$ cat config.mk
export PLATFORM = sky130hd
export DESIGN_NAME = conv_sched_ctrl
export DESIGN_NICKNAME = d
export VERILOG_FILES = /design/src/rtl/conv_sched_ctrl.sv
export SDC_FILE = /design/constraint.sdc
export NUM_CORES = 1
export LEC_CHECK = 0
export ABC_AREA = 1
export BUFFER_PORTS_ARGS = -buffer_cell sky130_fd_sc_hd__buf_2
export CAP_MARGIN = 20
export CORE_ASPECT_RATIO = 1.5
export CORE_MARGIN = 2
export CORE_UTILIZATION = 25
export DETAILED_ROUTE_END_ITERATION = 16
export GPL_ROUTABILITY_DRIVEN = 0
export GPL_TIMING_DRIVEN = 0
export PLACE_DENSITY = 0.44
export SLEW_MARGIN = 10
export SYNTH_ARGS = -nofsm -noshare
export SYNTH_HDL_FRONTEND = slang
export SYNTH_SLANG_ARGS = --single-unit
$ cat constraint.sdc
create_clock -name clk -period 6.68 [get_ports clk]
set_input_delay 0.668 -clock clk [delete_from_list [all_inputs] [get_ports clk]]
set_output_delay 0.668 -clock clk [all_outputs]
set_load 0.1 [all_outputs]
$ cat src/rtl/conv_sched_ctrl.sv
// Job sequencer for the img2col tensor/weight address generators and the GEMM accumulator.
// Optional performance counters are enabled by defining CONV_SCHED_PERF_EN.
module conv_sched_ctrl #(
    parameter int TENSOR_W = 8,
    parameter int KERNEL_W = 4,
    parameter int CH_W     = 8,
    parameter int STRIDE_W = 3,
    parameter int KNUM_W   = 8,
    parameter int GEN_LAT  = 1
) (
    input  logic                clk,
    input  logic                rst,
    input  logic                start,
    input  logic [TENSOR_W-1:0] tensor_size,
    input  logic [KERNEL_W-1:0] kernel_size,
    input  logic [CH_W-1:0]     channels,
    input  logic [STRIDE_W-1:0] stride,
    input  logic [KNUM_W-1:0]   kernel_nums,
    input  logic                stall,
    output logic                busy,
    output logic                gen_enable,
    output logic                acc_valid,
    output logic                acc_first,
    output logic                acc_last,
    output logic [TENSOR_W-1:0] out_size,
    output logic                done,
    output logic                cfg_err
`ifdef CONV_SCHED_PERF_EN
    ,
    output logic [31:0]         perf_stall_cycles,
    output logic [31:0]         perf_total_cycles
`endif
);

    localparam logic [2:0] S_IDLE  = 3'd0;
    localparam logic [2:0] S_CHECK = 3'd1;
    localparam logic [2:0] S_DIV   = 3'd2;
    localparam logic [2:0] S_RUN   = 3'd3;
    localparam logic [2:0] S_DRAIN = 3'd4;
    localparam logic [2:0] S_DONE  = 3'd5;

    localparam logic [3:0] LAT4 = 4'(GEN_LAT);

    logic [2:0]          state;
    logic [TENSOR_W-1:0] ts_r;
    logic [KERNEL_W-1:0] ks_r;
    logic [CH_W-1:0]     ch_r;
    logic [STRIDE_W-1:0] st_r;
    logic [KNUM_W-1:0]   kn_r;
    logic [TENSOR_W-1:0] rem;
    logic [TENSOR_W-1:0] q;
    logic [15:0]         k_last;
    logic [15:0]         pix_last;
    logic [KNUM_W-1:0]   kn_last;
    logic [15:0]         k_cnt;
    logic [15:0]         pix_cnt;
    logic [KNUM_W-1:0]   kn_cnt;
    logic [2:0]          drain_cnt;

    logic                cfg_bad;
    logic [15:0]         k_total;
    logic [TENSOR_W-1:0] q_next;
    logic [15:0]         p_total;
    logic                issue_first;
    logic                issue_last;
    logic                pix_wrap;
    logic                kn_wrap;
    logic                drain_end;

    always_comb begin
        cfg_bad     = (ks_r == '0) || (st_r == '0) || (ch_r == '0) || (kn_r == '0) ||
                      (TENSOR_W'(ks_r) > ts_r);
        k_total     = 16'(ks_r) * 16'(ks_r) * 16'(ch_r);
        q_next      = q + TENSOR_W'(1);
        p_total     = 16'(q_next) * 16'(q_next);
        gen_enable  = (state == S_RUN) && !stall;
        issue_first = (k_cnt == 16'd0);
        issue_last  = (k_cnt == k_last);
        pix_wrap    = (pix_cnt == pix_last);
        kn_wrap     = (kn_cnt == kn_last);
        drain_end   = ({1'b0, drain_cnt} + 4'd1) >= LAT4;
    end

    // Counters nest k (innermost), pixel, kernel; the final beat is all three at their maxima.
    always_ff @(posedge clk) begin
        if (rst) begin
            state     <= S_IDLE;
            busy      <= 1'b0;
            done      <= 1'b0;
            cfg_err   <= 1'b0;
            out_size  <= '0;
            ts_r      <= '0;
            ks_r      <= '0;
            ch_r      <= '0;
            st_r      <= '0;
            kn_r      <= '0;
            rem       <= '0;
            q         <= '0;
            k_last    <= '0;
            pix_last  <= '0;
            kn_last   <= '0;
            k_cnt     <= '0;
            pix_cnt   <= '0;
            kn_cnt    <= '0;
            drain_cnt <= '0;
        end else begin
            done    <= 1'b0;
            cfg_err <= 1'b0;
            case (state)
                S_IDLE: begin
                    if (start) begin
                        ts_r  <= tensor_size;
                        ks_r  <= kernel_size;
                        ch_r  <= channels;
                        st_r  <= stride;
                        kn_r  <= kernel_nums;
                        busy  <= 1'b1;
                        state <= S_CHECK;
                    end
                end
                S_CHECK: begin
                    if (cfg_bad) begin
                        cfg_err <= 1'b1;
                        busy    <= 1'b0;
                        state   <= S_IDLE;
                    end else begin
                        rem       <= ts_r - TENSOR_W'(ks_r);
                        q         <= '0;
                        k_last    <= k_total - 16'd1;
                        kn_last   <= kn_r - KNUM_W'(1);
                        k_cnt     <= '0;
                        pix_cnt   <= '0;
                        kn_cnt    <= '0;
                        drain_cnt <= '0;
                        state     <= S_DIV;
                    end
                end
                S_DIV: begin
                    if (rem >= TENSOR_W'(st_r)) begin
                        rem <= rem - TENSOR_W'(st_r);
                        q   <= q_next;
                    end else begin
                        out_size <= q_next;
                        pix_last <= p_total - 16'd1;
                        state    <= S_RUN;
                    end
                end
                S_RUN: begin
                    if (gen_enable) begin
                        if (issue_last) begin
                            k_cnt <= '0;
                            if (pix_wrap) begin
                                pix_cnt <= '0;
                                if (kn_wrap) begin
                                    kn_cnt <= '0;
                                    state  <= S_DRAIN;
                                end else begin
                                    kn_cnt <= kn_cnt + KNUM_W'(1);
                                end
                            end else begin
                                pix_cnt <= pix_cnt + 16'd1;
                            end
                        end else begin
                            k_cnt <= k_cnt + 16'd1;
                        end
                    end
                end
                S_DRAIN: begin
                    if (drain_end) begin
                        done  <= 1'b1;
                        busy  <= 1'b0;
                        state <= S_DONE;
                    end else begin
                        drain_cnt <= drain_cnt + 3'd1;
                    end
                end
                S_DONE: begin
                    state <= S_IDLE;
                end
                default: begin
                    state <= S_IDLE;
                end
            endcase
        end
    end

    // Tags travel with the enable so the accumulator sees them alongside the generated address.
    generate
        if (GEN_LAT == 0) begin : g_no_lat
            assign acc_valid = gen_enable;
            assign acc_first = issue_first & gen_enable;
            assign acc_last  = issue_last & gen_enable;
        end else begin : g_lat
            logic [2:0] pipe [GEN_LAT];
            always_ff @(posedge clk) begin
                if (rst) begin
                    for (int i = 0; i < GEN_LAT; i++) pipe[i] <= '0;
                end else begin
                    pipe[0] <= {gen_enable, issue_first & gen_enable, issue_last & gen_enable};
                    for (int i = 1; i < GEN_LAT; i++) pipe[i] <= pipe[i-1];
                end
            end
            assign acc_valid = pipe[GEN_LAT-1][2];
            assign acc_first = pipe[GEN_LAT-1][1];
            assign acc_last  = pipe[GEN_LAT-1][0];
        end
    endgenerate

`ifdef CONV_SCHED_PERF_EN
    // Both counters saturate and hold after done until the next accepted start.
    always_ff @(posedge clk) begin
        if (rst) begin
            perf_stall_cycles <= '0;
            perf_total_cycles <= '0;
        end else if (state == S_IDLE && start) begin
            perf_stall_cycles <= '0;
            perf_total_cycles <= '0;
        end else begin
            if ((state == S_CHECK || state == S_DIV || state == S_RUN || state == S_DRAIN) &&
                perf_total_cycles != '1)
                perf_total_cycles <= perf_total_cycles + 32'd1;
            if (state == S_RUN && stall && perf_stall_cycles != '1)
                perf_stall_cycles <= perf_stall_cycles + 32'd1;
        end
    end
`endif

endmodule

==> After elaboration in Yosys (flattened, before gate mapping) <==
Memories as Yosys holds them, arrays and structs flattened.
Index checks and enable logic that the tools add are counted.
{ "totals": {"register_bits": 144, "ram_bits": 3, "input_bits": 35, "out_inout_bits": 15, "elab_cells": 132, "mem_count": 1} }
{ "memory_table": {"columns": ["memory", "words", "word_bits", "rd", "rd_clocked_by_memory_dff", "wr", "line_no", "source"], "rows": [
  ["g_lat.pipe", 1, 3, 1, 0, 1, "194", "logic [2:0] pipe [GEN_LAT];"]
]} }
{ "classes": {"addsub": 11, "mul": 3, "magnitude_cmp": 3, "eq_ne": 18, "muxes": 42, "n_bitwise": 6, "n_reduce_logical": 29} }
{ "op_table": {"columns": ["operator", "count"], "rows": [
  ["16-bit 2-to-1 mux", 6],
  ["8-bit 2-to-1 mux", 8],
  ["16-bit case mux with 2 select lines", 2],
  ["8-bit case mux with 2 select lines", 3],
  ["16-bit by 1-bit adder with 16-bit output (second input constant)", 2],
  ["16-bit equality test", 2],
  ["8-bit by 8-bit multiplier with 16-bit output", 2],
  ["16-bit by 1-bit subtractor with 16-bit output (second input constant)", 2],
  ["3-bit 2-to-1 mux", 10],
  ["2-bit inequality test (second input constant)", 11],
  ["8-bit by 1-bit adder with 8-bit output (second input constant)", 2],
  ["16-bit zero test", 1],
  ["8-bit zero test", 2],
  ["3-bit case mux with 5 select lines", 1],
  ["1-bit 2-to-1 mux", 9],
  ["3-bit AND reduction", 3],
  ["8-bit equality test", 1],
  ["8-bit by 3-bit greater-or-equal comparator with 1-bit output", 1],
  ["4-bit by 8-bit greater-than comparator with 1-bit output", 1],
  ["4-bit by 4-bit multiplier with 8-bit output", 1],
  ["4-bit AND reduction", 2],
  ["8-bit by 1-bit subtractor with 8-bit output (second input constant)", 1],
  ["8-bit by 3-bit subtractor with 8-bit output", 1],
  ["8-bit by 4-bit subtractor with 8-bit output", 1],
  ["23 further kinds", 37]
]} }

==> Longest topological paths before layout <==
Gate-level depths: netlist (run 1).
{ "depth": {"depth_word": 7, "mapped_depth": 30, "depth_no_buf": 30} }

==> Worst setup path before layout (run 1) <==
No wires, ideal clock.
{ "synth_timing": {"path_kind": "register to register", "startpoint": "register ks_r[0]", "endpoint": "register k_last[13]", "setup_ns": 0.117, "t_arrival_ns": 5.056, "slack_ns": 1.507, "stages_incl_launch_ff": 27, "synth_period_minus_slack_ns": 5.173, "cell_sequence": "dfxtp_1 > clkbuf_1 > nand2_1 > inv_1 > ha_1 > a31o_2 > a21oi_1 > or2_2 > nand2_1 > inv_1 > nand2_1 > fa_1 > inv_1 > fa_1 > inv_1 > fa_1 > fa_1 > inv_1 > ha_1 > a21oi_1 > nor2_1 > nor2_1 > nand2_1 > a21boi_0 > o21ai_0 > a21oi_1 > nor2_1"} }
{ "synth_via": {"elab_chain_cells": 7} }
{ "synth_rtl": {"columns": ["item", "line_no", "source"], "rows": [
  ["start, declared", "46", "logic [KERNEL_W-1:0] ks_r;"],
  ["start signal, assigned", "113", "ks_r <= kernel_size;"],
  ["parallel branches: the longest is 7 deep, another holds 8-bit by 8-bit multiplier with 16-bit output", null, null],
  ["end signal, assigned", "129", "k_last <= k_total - 16'd1;"],
  ["end, declared", "52", "logic [15:0] k_last;"]
]} }
Parallel ways; which one is timed is not known.
A chain may end at the register's enable or synchronous reset.

==> Worst setup path after layout (run 1) <==
Ends and elaborated chain as after synthesis.

==> flow_summary.toml, run 1 <==
[sta]
setup_violations = 0
fin_crit_sh = 0.893
rsz0062_at_grt = "false"
fmax_mhz = 168
setup_tns_ns = 0
whs_ns = 0.447
fin_worst_skew_ns = 0.0145
relSlewSlack = 0.453
finalMaxSlewViolations = 0
layout_min_cycle_time_ns = 5.96
hold_viol = 0
worstMarginPinSlew_ns = 0.821

[floorplanning]
start_util = 0.251
core_sq_um = 46500
die_w_um = 180
ios = 50
row_count = 97
dieArea_sq_um = 48500
die_h_um = 269

[synth]
yosys.area.top_type = "dfxtp_1"
syn_nets = 1906
yosys.area_share.xor_xnor = 0.0300
synth_area_leaders = "dfxtp_1, nand2_1, fa_1, ha_1, inv_1"
synth_top_family_by_area = "simple AND/OR/NAND/NOR gates"
synth_top_area_share = 0.250
synth_cell_types = 43
ys_seq_area_frac = 0.250
synth_seq_cells = 146
synth_simple_gate_area_frac = 0.253
syn_area_per_cell_sq_um = 6.82
muxShareOfSynthArea = 0
synthCells = 1712
synth-edff-count = 0
synthAdderAreaFrac = 0.213
synthFlopType = "dfxtp_1"
synthArstFlopShare = 0
synth_area_sq_um = 11700
ys_warn_count = 0
synth_compound_area_frac = 0.130

[placed_design]
dpl_cell_area_sq_um = 12700
port_buffers = 49
dp_hpwl_um = 29000

[critical_path]
slowest_delay_ns = 0.57
crit_required_ns = 7.02
cpMaxStageDelayCell = "fa_1"
worstPathMaxFanout = 10
worstPathArrival_ns = 6.31
start_kind = "register"
cp_common_cell = "inv_1"
path_class = "register to register"
endpoint_kind = "register"

[global_route]
grt.busiest_layer = "met2"
grt.overflow.total = 0
grt_usage = 0.154
grt_use_met3 = 0.0174
antenna_found_initial = 0
grt_first_pass_wirelength_um = 58000
grt_pass1_vias = 10900
grt_max_degree = 17
gr-usage-met2 = 0.309
gr-usage-met1 = 0.162

[clock_network]
cts_buffer_depth = 2
cts.sinks = 146
cts_tree = "built"
root_buffer = "clkbuf_16"
post_cts.repair.setup_buffers = 0
hold_buffers = 0
clock_latency_ns = 0.45
htreeDepth = 4
numCtsBuffers = 17
cts.repair.resized = 0
clkTransAtPathRegs_ns = 0.07

[route]
vias_per_cell = 4.48
drtIter0Drc = 440
drt-total-wl_um = 35900
wire_per_inst_um = 15.1
route.antenna.remaining_nets = 0
drc = 0
first_pass_iters = 5
vias = 10700

[cells_and_area]
finalInstanceArea_sq_um = 13300
n_fill_cell = 5187
final_common_cell = "nand2_1"
syn_to_final_growth_pct = 13.7
layout.nets = 1974
drive_gt1_frac = 0.0820
fin_util = 0.286
final_cell_mix = "nand2_1, inv_1, nor2_1"

[pwr]
powerDensity_nw_per_um2 = 534
p_leak_nw = 6.22
finalPower_mw = 7.09
ir_worst_vdd_uv = 267

[worst_hold_path]
worstHoldPathType = "register to register"

[run]
cap_violations = 0

[run_status]
status = "finished clean"
## final cells by class
| class | count | area [sq um] | area share |
|---|---|---|---|
| inverters | 322 | 1210 | 0.0910 |
| clock inverters | 13 | 185 | 0.0139 |
| plain buffers | 44 | 233 | 0.0175 |
| repair buffers | 49 | 245 | 0.0185 |
| clock buffers | 18 | 429 | 0.0323 |
| multi-input cells | 1200 | 7320 | 0.551 |
| flip-flops and latches | 146 | 2920 | 0.220 |
| well taps | 594 | 743 | 0.0559 |
| diodes | 1 | 2.50 | 0.000188 |
## cells in the mapped netlist (6+ instances only)
cell,n
ha_1,92
a31oi_1,6
nand3_1,64
nor2_1,214
inv_2,16
nand2_1,364
xnor2_1,14
dfxtp_1,146
inv_1,306
o21ai_0,122
nor3_1,20
buf_4,6
clkbuf_1,22
or2_2,9
fa_1,67
nand4_1,14
a21oi_1,140
xor2_1,26
buf_2,12
o21bai_1,7
## kinds of logic after synthesis
family,Yosys count
buffers and inverters,366
flip-flops,146
AND/OR/NAND/NOR,710
XOR/XNOR,40
AO/OA/AOI/OAI,291
adder cells (fa/ha/maj),159
## final timing paths
check,startpoint,to,slack (ns),cells after the start
setup / recovery,ks_r[0],k_last[13],0.72,26
hold / removal,drain_cnt[2],drain_cnt[2],0.45,2
setup reg to reg,ks_r[0],k_last[13],0.72,26
hold reg to reg,drain_cnt[2],drain_cnt[2],0.45,2
## metrics by stage
step           setup slack (ns)  instances
4_1_cts                   0.601       2386
3_3_place_gp              0.672       2355
6_report                  0.717       2387
2_1_floorplan              1.51       1712
5_1_grt                   0.218       2386
3_5_place_dp              0.616       2355
## routing by layer
layer,share of wire,vias up
met4,0.026,0
met3,0.019,47
met1,0.40,5027
met2,0.56,132
met5,0,-
li1,-,5480
## power breakdown
part	total, mW	switching, mW	internal, mW
registers	1.20	0.156	1.04
logic	4.86	3.13	1.73
clock network	1.04	0.418	0.623
total	7.09	3.71	3.39
## registers in the layout, summed over array words and instances, names as in the netlist, 4 cells and up
signal    flops
out_size      8
rem           8
k_last       16
pix_cnt      16
ts_r          8
ks_r          4
kn_cnt        8
pix_last     15
kn_r          8
kn_last       8
q             8
k_cnt        16
ch_r          8
## worst max-delay path, delay by kind of cell (launching register included)
family                     cells  cell delay [ns]
AOI/OAI and AO/OA              6             1.10
adders and majority gates      6             2.62
buffers and inverters          6             0.87
DFF                            1             0.47
and+or+nand+nor                8             0.78
(Power assumes the default switching activity.)
==> run 2, diff against run 1 <==
CTS_BUF_LIST = sky130_fd_sc_hd__clkbuf_8   (was unset)
==> run 2 against run 1 <==
Compared with the run above: largest cell class unchanged; sequential share of layout area increased by 0.32 points; sequential power about the same; critical path type unchanged; largest power group unchanged; clock-buffer cell count decreased by 1; design area decreased by 1.4%.
==> flow_summary.toml, run 2 (synthesized netlist as in run 1, its figures left out) <==
[clock_network]
post_cts.repair.setup_buffers = 0
root_buffer = "clkbuf_8"
hold_buffers = 0
cts.sinks = 146
clkTransAtPathRegs_ns = 0.09
htreeDepth = 4
numCtsBuffers = 17
clock_latency_ns = 0.50
cts_buffer_depth = 2
cts_tree = "built"
cts.repair.resized = 0

[cells_and_area]
n_fill_cell = 5206
final_cell_mix = "nand2_1, inv_1, nor2_1"
layout.nets = 1974
fin_util = 0.282
drive_gt1_frac = 0.0820
final_common_cell = "nand2_1"
reg_top3 = "k_cnt: 16 flops, k_last: 16 flops, pix_cnt: 16 flops"
finalNonFillerCells = 2387
syn_to_final_growth_pct = 12.1
finalInstanceArea_sq_um = 13100

[pwr]
ir_worst_vdd_uv = 276
powerDensity_nw_per_um2 = 522
p_leak_nw = 6.13
finalPower_mw = 6.83

[placed_design]
dp_cells = 2355
dpl_cell_area_sq_um = 12700
place_ws_ns = 0.616
port_buffers = 49
dp_hpwl_um = 29000

[sta]
whs_ns = 0.436
setup_tns_ns = 0
relSlewSlack = 0.433
hold_viol = 0
fin_crit_sh = 0.896
finalMaxSlewViolations = 0
fin_worst_skew_ns = 0.0203
setup_violations = 0
rsz0062_at_grt = "false"
layout_min_cycle_time_ns = 5.98
worstMarginPinSlew_ns = 0.850
timing.final.ws_setup_ns = 0.697
fmax_mhz = 167

[critical_path]
timing.rr.start = "ks_r[0]"
cpMaxStageDelayCell = "fa_1"
r2r_cells = 26
path_class = "register to register"
reg2reg_slack_ns = 0.70
rr_endpoint = "k_last[13]"
endpoint_kind = "register"
slowest_delay_ns = 0.57
worstPathArrival_ns = 6.38
start_kind = "register"
crit_required_ns = 7.08
cp_common_cell = "inv_1"
worstPathMaxFanout = 10
crit_family = "adder cells"
crit_buf_inv = 6

[route]
route.antenna.remaining_nets = 0
wire_per_inst_um = 15.0
drc = 0
drtIter0Drc = 456
vias = 10700
vias_per_cell = 4.49
first_pass_iters = 5
drt-total-wl_um = 35900

[global_route]
grt_use_met3 = 0.0200
grt_first_pass_wirelength_um = 57700
grt_max_degree = 17
gr-usage-met1 = 0.161
grt.busiest_layer = "met2"
antenna_found_initial = 1
gr-usage-met2 = 0.305
grt_pass1_vias = 10900
grt.overflow.total = 0
grt_usage = 0.153

[floorplanning]
dieArea_sq_um = 48500
core_sq_um = 46500
die_w_um = 180
ios = 50
start_util = 0.251
die_h_um = 269
row_count = 97

[worst_hold_path]
worstHoldPathType = "input pin to register"
hold_end = "ts_r[3]"
whs_path_depth = 3
hold_start = "tensor_size[3]"

[run]
cap_violations = 0

[run_status]
status = "finished clean"
## run 2: worst max-delay path by stage
stage | start | depth (start not counted) | to
after floorplan | ks_r[0] | 26 | k_last[13]
final | ks_r[0] | 26 | k_last[13]
after global placement | ks_r[0] | 26 | k_last[13]
after global routing | ks_r[0] | 26 | k_last[13]
after CTS | ks_r[0] | 26 | k_last[13]
after detailed placement | ks_r[0] | 26 | k_last[13]
## run 2: cell type report
cell class / count / area [sq um] / share of cell area
plain buffers: 44 / 233 / 0.0178
inverters: 322 / 1210 / 0.0923
repair buffers: 49 / 245 / 0.0187
multi-input cells: 1200 / 7320 / 0.559
diodes: 1 / 2.50 / 0.000191
clock buffers: 17 / 234 / 0.0179
flip-flops and latches: 146 / 2920 / 0.223
clock inverters: 14 / 189 / 0.0144
well taps: 594 / 743 / 0.0568
## run 2: worst register-to-register path, stage by stage, from the launching register on
cell,delay (ns)
dfxtp_1,0.48
clkbuf_1,0.46
nand2_1,0.18
inv_1,0.09
ha_1,0.23
a31o_2,0.25
a21oi_1,0.16
or2_2,0.13
nand2_1,0.10
inv_1,0.17
nand2_1,0.09
fa_1,0.50
inv_1,0.05
fa_1,0.49
inv_1,0.05
fa_1,0.47
fa_1,0.57
inv_1,0.05
ha_1,0.36
a21oi_1,0.21
nor2_1,0.07
nor2_1,0.08
nand2_1,0.08
a21boi_0,0.22
o21ai_0,0.11
a21oi_1,0.17
nor2_1,0.06
## run 2: layer usage
layer / part of all wire / wire (um)
met4: 0.031 / 1120
met5: 0 / 0
met2: 0.55 / 19700
met3: 0.024 / 850
met1: 0.40 / 14200
## run 2: power breakdown
part	switching, mW	internal (mW)
Clock	0.388	0.403
Sequential	0.156	1.04
Combinational	3.12	1.73
Total	3.66	3.17
